$ cat src/rtl/pong_pkg.sv
// Shared Pong definitions: match states, screen/paddle geometry and parameter defaults.
package pong_pkg;

   typedef enum logic [2:0] {
      ST_IDLE  = 3'd0,
      ST_SERVE = 3'd1,
      ST_PLAY  = 3'd2,
      ST_POINT = 3'd3,
      ST_OVER  = 3'd4
   } state_e;

   localparam int SCREEN_W  = 32'd640;
   localparam int SCREEN_H  = 32'd480;
   localparam int BALL_SIZE = 32'd10;
   localparam int PADDLE_W  = 32'd10;
   localparam int PADDLE_H  = 32'd60;

   localparam int TICK_DIV_DEF    = 32'd65536;
   localparam int WIN_SCORE_DEF   = 32'd11;
   localparam int SERVE_TICKS_DEF = 32'd60;
   localparam int SCORE_W_DEF     = 32'd4;

   // Paddles may move during SERVE and PLAY; the ball only during PLAY.
   function automatic logic in_rally(input state_e s);
      return (s == ST_SERVE) || (s == ST_PLAY);
   endfunction

endpackage

$ cat src/rtl/pong_match_ctrl_if.sv
// Match controller bus: player/datapath inputs and game-state outputs.
// pause_btn/paused exist only when PONG_PAUSE_EN is defined.
interface pong_match_ctrl_if #(
   parameter int SCORE_W = 4
);
   logic               start;
   logic               miss_left;
   logic               miss_right;
   logic               tick;
   logic               ball_move_en;
   logic               paddle_move_en;
   logic               ball_load;
   logic               serve_dir;
   logic [SCORE_W-1:0] score_left;
   logic [SCORE_W-1:0] score_right;
   logic [2:0]         state;
   logic               winner;
`ifdef PONG_PAUSE_EN
   logic               pause_btn;
   logic               paused;

   modport master (
      input  start, miss_left, miss_right, pause_btn,
      output tick, ball_move_en, paddle_move_en, ball_load, serve_dir,
             score_left, score_right, state, winner, paused
   );
   modport slave (
      output start, miss_left, miss_right, pause_btn,
      input  tick, ball_move_en, paddle_move_en, ball_load, serve_dir,
             score_left, score_right, state, winner, paused
   );
`else
   modport master (
      input  start, miss_left, miss_right,
      output tick, ball_move_en, paddle_move_en, ball_load, serve_dir,
             score_left, score_right, state, winner
   );
   modport slave (
      output start, miss_left, miss_right,
      input  tick, ball_move_en, paddle_move_en, ball_load, serve_dir,
             score_left, score_right, state, winner
   );
`endif
endinterface

$ cat src/rtl/pong_tick_gen.sv
// Movement-tick generator: registered one-cycle pulse every TICK_DIV clk cycles.
module pong_tick_gen #(
   parameter int TICK_DIV = 65536
) (
   input  logic clk,
   input  logic rst,
   output logic tick
);
   localparam int               CNT_W    = $clog2(TICK_DIV);
   localparam logic [CNT_W-1:0] CNT_LAST = CNT_W'(TICK_DIV - 1);

   logic [CNT_W-1:0] cnt_r;
   logic             tick_r;

   // Modulo counter; the pulse is registered on the terminal count.
   always_ff @(posedge clk) begin
      if (rst) begin
         cnt_r  <= '0;
         tick_r <= 1'b0;
      end else begin
         tick_r <= (cnt_r == CNT_LAST);
         if (cnt_r == CNT_LAST) begin
            cnt_r <= '0;
         end else begin
            cnt_r <= cnt_r + CNT_W'(1'b1);
         end
      end
   end

   assign tick = tick_r;

endmodule

$ cat src/rtl/pong_match_ctrl.sv
// Pong match controller: game FSM, scores, serve control and movement enables.
// Optional pause feature enabled by defining PONG_PAUSE_EN.
module pong_match_ctrl
   import pong_pkg::*;
#(
   parameter int TICK_DIV    = TICK_DIV_DEF,
   parameter int SERVE_TICKS = SERVE_TICKS_DEF,
   parameter int WIN_SCORE   = WIN_SCORE_DEF,
   parameter int SCORE_W     = SCORE_W_DEF
) (
   input  logic              clk,
   input  logic              rst,
   pong_match_ctrl_if.master bus
);
   localparam int                 SC_W       = $clog2(SERVE_TICKS + 1);
   localparam logic [SC_W-1:0]    SERVE_LAST = SC_W'(SERVE_TICKS);
   localparam logic [SCORE_W-1:0] WIN_VAL    = SCORE_W'(WIN_SCORE);

   state_e             state_r, state_nx;
   logic [SC_W-1:0]    serve_cnt_r, serve_cnt_nx;
   logic               ball_load_r, ball_load_nx;
   logic               serve_dir_r, serve_dir_nx;
   logic [SCORE_W-1:0] score_l_r, score_l_nx;
   logic [SCORE_W-1:0] score_r_r, score_r_nx;
   logic               winner_r, winner_nx;
   logic               tick_s;
   logic               paused_s;

   pong_tick_gen #(.TICK_DIV(TICK_DIV)) u_tick (
      .clk  (clk),
      .rst  (rst),
      .tick (tick_s)
   );

   // Match state and datapath registers.
   always_ff @(posedge clk) begin
      if (rst) begin
         state_r     <= ST_IDLE;
         serve_cnt_r <= '0;
         ball_load_r <= 1'b0;
         serve_dir_r <= 1'b1;
         score_l_r   <= '0;
         score_r_r   <= '0;
         winner_r    <= 1'b0;
      end else begin
         state_r     <= state_nx;
         serve_cnt_r <= serve_cnt_nx;
         ball_load_r <= ball_load_nx;
         serve_dir_r <= serve_dir_nx;
         score_l_r   <= score_l_nx;
         score_r_r   <= score_r_nx;
         winner_r    <= winner_nx;
      end
   end

   // Next-state logic; every path into SERVE clears the serve counter and requests a recentre.
   always_comb begin
      state_nx     = state_r;
      serve_cnt_nx = serve_cnt_r;
      ball_load_nx = 1'b0;
      serve_dir_nx = serve_dir_r;
      score_l_nx   = score_l_r;
      score_r_nx   = score_r_r;
      winner_nx    = winner_r;
      case (state_r)
         ST_IDLE: begin
            score_l_nx   = '0;
            score_r_nx   = '0;
            serve_dir_nx = 1'b1;
            if (bus.start) begin
               state_nx     = ST_SERVE;
               serve_cnt_nx = '0;
               ball_load_nx = 1'b1;
            end else begin
               state_nx = ST_IDLE;
            end
         end
         ST_SERVE: begin
            if (paused_s) begin
               state_nx = ST_SERVE;
            end else if (serve_cnt_r == SERVE_LAST) begin
               state_nx = ST_PLAY;
            end else if (tick_s) begin
               serve_cnt_nx = serve_cnt_r + SC_W'(1'b1);
            end else begin
               state_nx = ST_SERVE;
            end
         end
         ST_PLAY: begin
            // A double miss replays the point without scoring.
            if (paused_s) begin
               state_nx = ST_PLAY;
            end else if (bus.miss_left && bus.miss_right) begin
               state_nx = ST_POINT;
            end else if (bus.miss_left) begin
               score_r_nx   = score_r_r + SCORE_W'(1'b1);
               serve_dir_nx = 1'b0;
               state_nx     = ST_POINT;
            end else if (bus.miss_right) begin
               score_l_nx   = score_l_r + SCORE_W'(1'b1);
               serve_dir_nx = 1'b1;
               state_nx     = ST_POINT;
            end else begin
               state_nx = ST_PLAY;
            end
         end
         ST_POINT: begin
            if ((score_l_r == WIN_VAL) || (score_r_r == WIN_VAL)) begin
               state_nx  = ST_OVER;
               winner_nx = (score_r_r == WIN_VAL);
            end else begin
               state_nx     = ST_SERVE;
               serve_cnt_nx = '0;
               ball_load_nx = 1'b1;
            end
         end
         ST_OVER: begin
            if (bus.start) begin
               state_nx     = ST_SERVE;
               serve_cnt_nx = '0;
               ball_load_nx = 1'b1;
               serve_dir_nx = 1'b1;
               score_l_nx   = '0;
               score_r_nx   = '0;
            end else begin
               state_nx = ST_OVER;
            end
         end
         default: begin
            state_nx = ST_IDLE;
         end
      endcase
   end

`ifdef PONG_PAUSE_EN
   logic pause_q_r;
   logic paused_r, paused_nx;

   // Pause toggles on a button rising edge during a rally and drops when the rally ends.
   always_comb begin
      paused_nx = paused_r;
      if ((state_nx == ST_IDLE) || (state_nx == ST_POINT) || (state_nx == ST_OVER)) begin
         paused_nx = 1'b0;
      end else if (in_rally(state_r) && bus.pause_btn && !pause_q_r) begin
         paused_nx = !paused_r;
      end else begin
         paused_nx = paused_r;
      end
   end

   // Button sample for edge detection and the pause flag.
   always_ff @(posedge clk) begin
      if (rst) begin
         pause_q_r <= 1'b0;
         paused_r  <= 1'b0;
      end else begin
         pause_q_r <= bus.pause_btn;
         paused_r  <= paused_nx;
      end
   end

   assign paused_s   = paused_r;
   assign bus.paused = paused_r;
`else
   assign paused_s = 1'b0;
`endif

   assign bus.tick           = tick_s;
   assign bus.ball_move_en   = tick_s && (state_r == ST_PLAY) && !paused_s;
   assign bus.paddle_move_en = tick_s && in_rally(state_r) && !paused_s;
   assign bus.ball_load      = ball_load_r;
   assign bus.serve_dir      = serve_dir_r;
   assign bus.score_left     = score_l_r;
   assign bus.score_right    = score_r_r;
   assign bus.state          = state_r;
   assign bus.winner         = winner_r;

endmodule
$ cat src/flat_wrapper.sv
// flat-port wrapper written by rule: the top's interface ports become plain ports
module pong_match_ctrl_flat import pong_pkg::*;
#(
   parameter int TICK_DIV    = TICK_DIV_DEF,
   parameter int SERVE_TICKS = SERVE_TICKS_DEF,
   parameter int WIN_SCORE   = WIN_SCORE_DEF,
   parameter int SCORE_W     = SCORE_W_DEF
)
  (clk, rst, bus_start, bus_miss_left, bus_miss_right, bus_tick, bus_ball_move_en, bus_paddle_move_en, bus_ball_load, bus_serve_dir, bus_score_left, bus_score_right, bus_state, bus_winner);
  pong_match_ctrl_if #(.SCORE_W(SCORE_W)) bus_i ();
  input  logic clk;
  input  logic rst;
  input wire logic [$bits(bus_i.start)-1:0] bus_start;
  input wire logic [$bits(bus_i.miss_left)-1:0] bus_miss_left;
  input wire logic [$bits(bus_i.miss_right)-1:0] bus_miss_right;
  output wire logic [$bits(bus_i.tick)-1:0] bus_tick;
  output wire logic [$bits(bus_i.ball_move_en)-1:0] bus_ball_move_en;
  output wire logic [$bits(bus_i.paddle_move_en)-1:0] bus_paddle_move_en;
  output wire logic [$bits(bus_i.ball_load)-1:0] bus_ball_load;
  output wire logic [$bits(bus_i.serve_dir)-1:0] bus_serve_dir;
  output wire logic [$bits(bus_i.score_left)-1:0] bus_score_left;
  output wire logic [$bits(bus_i.score_right)-1:0] bus_score_right;
  output wire logic [$bits(bus_i.state)-1:0] bus_state;
  output wire logic [$bits(bus_i.winner)-1:0] bus_winner;
  assign bus_i.start = bus_start;
  assign bus_i.miss_left = bus_miss_left;
  assign bus_i.miss_right = bus_miss_right;
  assign bus_tick = bus_i.tick;
  assign bus_ball_move_en = bus_i.ball_move_en;
  assign bus_paddle_move_en = bus_i.paddle_move_en;
  assign bus_ball_load = bus_i.ball_load;
  assign bus_serve_dir = bus_i.serve_dir;
  assign bus_score_left = bus_i.score_left;
  assign bus_score_right = bus_i.score_right;
  assign bus_state = bus_i.state;
  assign bus_winner = bus_i.winner;
  pong_match_ctrl #(.TICK_DIV(TICK_DIV), .SERVE_TICKS(SERVE_TICKS), .WIN_SCORE(WIN_SCORE), .SCORE_W(SCORE_W)) u_core (.clk(clk), .rst(rst), .bus(bus_i));
endmodule
$ cat config.mk
export PLATFORM = sky130hd
export DESIGN_NAME = pong_match_ctrl_flat
export DESIGN_NICKNAME = d
export VERILOG_FILES = /design/src/rtl/pong_pkg.sv /design/src/rtl/pong_match_ctrl_if.sv /design/src/rtl/pong_tick_gen.sv /design/src/rtl/pong_match_ctrl.sv /design/src/flat_wrapper.sv
export SDC_FILE = /design/constraint.sdc
export NUM_CORES = 1
export LEC_CHECK = 0
export CORE_MARGIN = 2
export CORE_UTILIZATION = 57
export CTS_BUF_LIST = sky130_fd_sc_hd__clkbuf_8
export DETAILED_ROUTE_END_ITERATION = 6
export PLACE_DENSITY = 0.87
export REMOVE_ABC_BUFFERS = 1
export SLEW_MARGIN = 30
export SYNTH_ARGS = -nofsm -noshare
export SYNTH_HDL_FRONTEND = slang
export SYNTH_SLANG_ARGS = --single-unit
$ cat constraint.sdc
create_clock -name clk -period 1.9 [get_ports clk]
set_input_delay 0.38 -clock clk [delete_from_list [all_inputs] [get_ports clk]]
set_output_delay 0.38 -clock clk [all_outputs]
set_load 0.1 [all_outputs]
==> insert_results.sql <==
INSERT INTO impl_metrics (metric_group, metric, value, unit) VALUES
('status', 'run_status', 'finished clean', ''),
('synth', 'synth_compound_gate_area_share', '17.3', '%'),
('sta', 'post-route-period-util', '96.7', '%'),
('min_path', 'hold_class', 'reg -> reg', ''),
('critical_path', 'worstPathRequired', '2110', 'ps'),
('pwr', 'power.share.switching', '27.8', '%'),
('critical_path', 'startpoint_type', 'flip-flop', ''),
('synth', 'yosys.area_share.xor_xnor', '7.16', '%'),
('sta', 'hold_violations', '0', ''),
('cts', 'h-tree-depth', '2', ''),
('synth', 'synth_top_cells_by_area', 'dfxtp_1 (40%), nor2_1 (5.3%), a21oi_1 (4.6%), xor2_1 (4.3%), ha_1 (3.4%)', ''),
('layout', 'net_count_reported_at_finish', '268', ''),
('floorplanning', 'die_area', '3690', 'sq um'),
('sta', 'clock.fmax', '544', 'MHz'),
('floorplanning', 'placeable_core_area', '3050', 'sq um'),
('synth', 'synthesis.area_per_instance', '8.38', 'sq um'),
('pwr', 'total_power', '1860', 'uW'),
('critical_path', 'cell_by_cell_trace_of_the_critical_path', 'ha_1 -> and3b_1 -> a311oi_1 -> o311ai_1 -> o21ai_1 -> o31ai_1', ''),
('critical_path', 'cp_slowest_cell', 'o311ai_1', ''),
('critical_path', 'critical_path_buf_inv_count', '0', ''),
('synth', 'area_fraction_in_and_or_nand_and_nor_cells_after_synthesis', '26.9', '%'),
('critical_path', 'criticalPathCategory', 'reg -> reg', ''),
('floorplanning', 'initial_utilization', '60.1', '%'),
('layout', 'final_common_cell', 'dfxtp_1', ''),
('layout', 'n_antenna_cell', '0', ''),
('placed_design', 'dpl.hpwl', '2960', 'microns'),
('cts', 'clock_latency', '300', 'ps'),
('pwr', 'combPwrFrac', '17.9', '%'),
('placed_design', 'buffer_ports.inserted', '21', ''),
('cts', 'tritoncts_clock_tree', 'yes', ''),
('pwr', 'power_report.internal_total', '1350', 'uW'),
('global_route', 'grt_antenna_before_repair', '0', ''),
('layout', 'most-common-layout-cells', 'dfxtp_1 (35), nor2_1 (26), buf_4 (22)', ''),
('floorplanning', 'die_height', '60.7', 'microns'),
('drt', 'drtPass1Iterations', '4', ''),
('sta', 'postLayoutSetupSlackWorst', '63.3', 'ps'),
('sta', 'min_period', '1840', 'ps'),
('global_route', 'globalRouteTotalUtil', '24.6', '%'),
('drt', 'route.final.wire_length', '4120', 'microns'),
('global_route', 'first_global_vias', '1623', ''),
('cts', 'clk_transition_reported_paths', '80', 'ps'),
('sta', 'tightest_slew', '660', 'ps'),
('floorplanning', 'die-width', '60.7', 'microns'),
('pwr', 'total_leakage_power', '0.000955', 'uW'),
('flow_run', 'max_cap_violations', '0', ''),
('global_route', 'grt_max_degree', '15', ''),
('synth', 'synth-adder-area-share', '3.41', '%'),
('pwr', 'clkPwrFrac', '38.6', '%'),
('synth', 'synth_top_cell_by_area', 'dfxtp_1', ''),
('cts', 'postCtsSetupBuffers', '0', ''),
('drt', 'post_drt_wl_per_cell', '13.6', 'microns'),
('critical_path', 'setup.worst_path.end_class', 'flip-flop', ''),
('sta', 'maxSlewViolCount', '0', ''),
('floorplanning', 'boundaryPins', '22', ''),
('drt', 'post_drt_via_cell_ratio', '5.65', ''),
('layout', 'area_growth_syn_to_layout', '34.7', '%'),
('placed_design', 'dp_worst_setup_slack', '-95.2', 'ps'),
('critical_path', 'timing.critical_path.slowest_cell_delay', '620', 'ps'),
('cts', 'cts_inserted_buffers', '5', ''),
('synth', 'combinational_family_with_the_most_area_after_synthesis', 'simple AND/OR/NAND/NOR gates', ''),
('synth', 'synth_mux_area_share', '1.16', '%'),
('synth', 'synth_edf_count', '0', ''),
('layout', 'fillCellCount', '202', ''),
('synth', 'synth-warning-count', '0', ''),
('synth', 'synthArstFlopShare', '0', '%'),
('pwr', 'power.switching', '519', 'uW'),
('critical_path', 'crit_arrival', '2050', 'ps'),
('cts', 'max-clock-path-buffers', '2', ''),
('pwr', 'power.sequential.fraction', '43.5', '%'),
('synth', 'yosys_register_bits', '37', ''),
('sta', 'finalClockSkew', '5.77', 'ps');
metal layers:
layer	vias up	share of wire (%)	global-route usage, %
li1	859	-	-
met1	792	43	27.2
met2	54	51	41.6
met3	8	4.3	7.68
met4	0	1.4	13.7
met5	-	0	0
per-stage QoR:
stage	std cells	util [%]	hold WS (ps)	setup TNS [ps]	cell area (sq um)
2_1_floorplan	211	-	413	-7660	1800
3_3_place_gp	295	76.7	429	-4.21	2340
3_5_place_dp	295	76.7	440	-361	2340
4_1_cts	303	80.7	454	0	2460
5_1_grt	303	80.9	476	-4.83	2470
6_report	303	80.9	446	0	2470
sequential cells by signal, summed over array words and instances, names as in the netlist:
signal / count
u_core.bus.ball_load: 1
u_core.bus.score_left: 4
u_core.bus.score_right: 4
u_core.bus.serve_dir: 1
u_core.bus.state: 3
u_core.bus.winner: 1
u_core.serve_cnt_r: 6
u_core.u_tick.cnt_r: 16
u_core.u_tick.tick: 1
kinds of logic (layout without fill, tap and decap cells):
group           Yosys count  after routing
mux                       2              2
fa+ha+maj                 5              5
compound gates           50             50
flops                    37             37
xor+xnor                 15             15
simple gates             93             93
buf+inv                  17             57
layout make-up:
class | count | area, sq um | share of cell area [%]
Sequential cell | 37 | 743 | 30.1
Multi-Input combinational cell | 165 | 1030 | 41.8
Inverter | 9 | 33.8 | 1.37
Timing Repair Buffer | 40 | 485 | 19.6
Clock inverter | 2 | 37.5 | 1.52
Clock buffer | 6 | 82.6 | 3.34
Tap cell | 44 | 55.1 | 2.23
path summary, 6_finish.rpt:
kind	startpoint	end	slack [ps]	depth (start not counted)
max	u_core.bus.score_right[0]$_SDFFE_PP0P_	u_core.serve_cnt_r[2]$_SDFFE_PP0P_	60	6
min	u_core.u_tick.cnt_r[0]$_SDFF_PP0_	u_core.u_tick.cnt_r[0]$_SDFF_PP0_	450	1
max reg2reg	u_core.bus.score_right[0]$_SDFFE_PP0P_	u_core.serve_cnt_r[2]$_SDFFE_PP0P_	60	6
min reg2reg	u_core.u_tick.cnt_r[0]$_SDFF_PP0_	u_core.u_tick.cnt_r[0]$_SDFF_PP0_	450	1
worst reg2reg max path, cell delays in order, from the launching register on:
cell	delay (ps)
dfxtp_1	370
ha_1	190
and3b_1	230
a311oi_1	90
o311ai_1	620
o21ai_1	160
o31ai_1	90
power groups by stage:
| stage | clock (uW) | combinational, uW | sequential, uW |
|---|---|---|---|
| final | 719 | 333 | 812 |
| after global routing | 767 | 355 | 813 |
| after floorplan | 0 | 107 | 917 |
| after detailed placement | 0 | 328 | 828 |
| after CTS | 734 | 331 | 810 |
| after global placement | 0 | 322 | 826 |
cells in the mapped netlist, types with 4 or more instances:
cell      number
dfxtp_1       37
nor2_1        26
a21oi_1       17
nand2_1       11
inv_1          9
nand2b_1       9
nand3_1        9
xor2_1         9
nor3_1         8
nor2b_1        7
or3_1          7
o21ai_1        6
xnor2_1        6
ha_1           5
o21ai_0        5
o31ai_1        5
clkbuf_1       4
what timing repair did:
action | in CTS | in global routing
gates resized for setup | 1 | 3
cloned | 0 | 0
endpoints found under the setup margin | 2 | 5
Power figures use the tool's default switching activity.
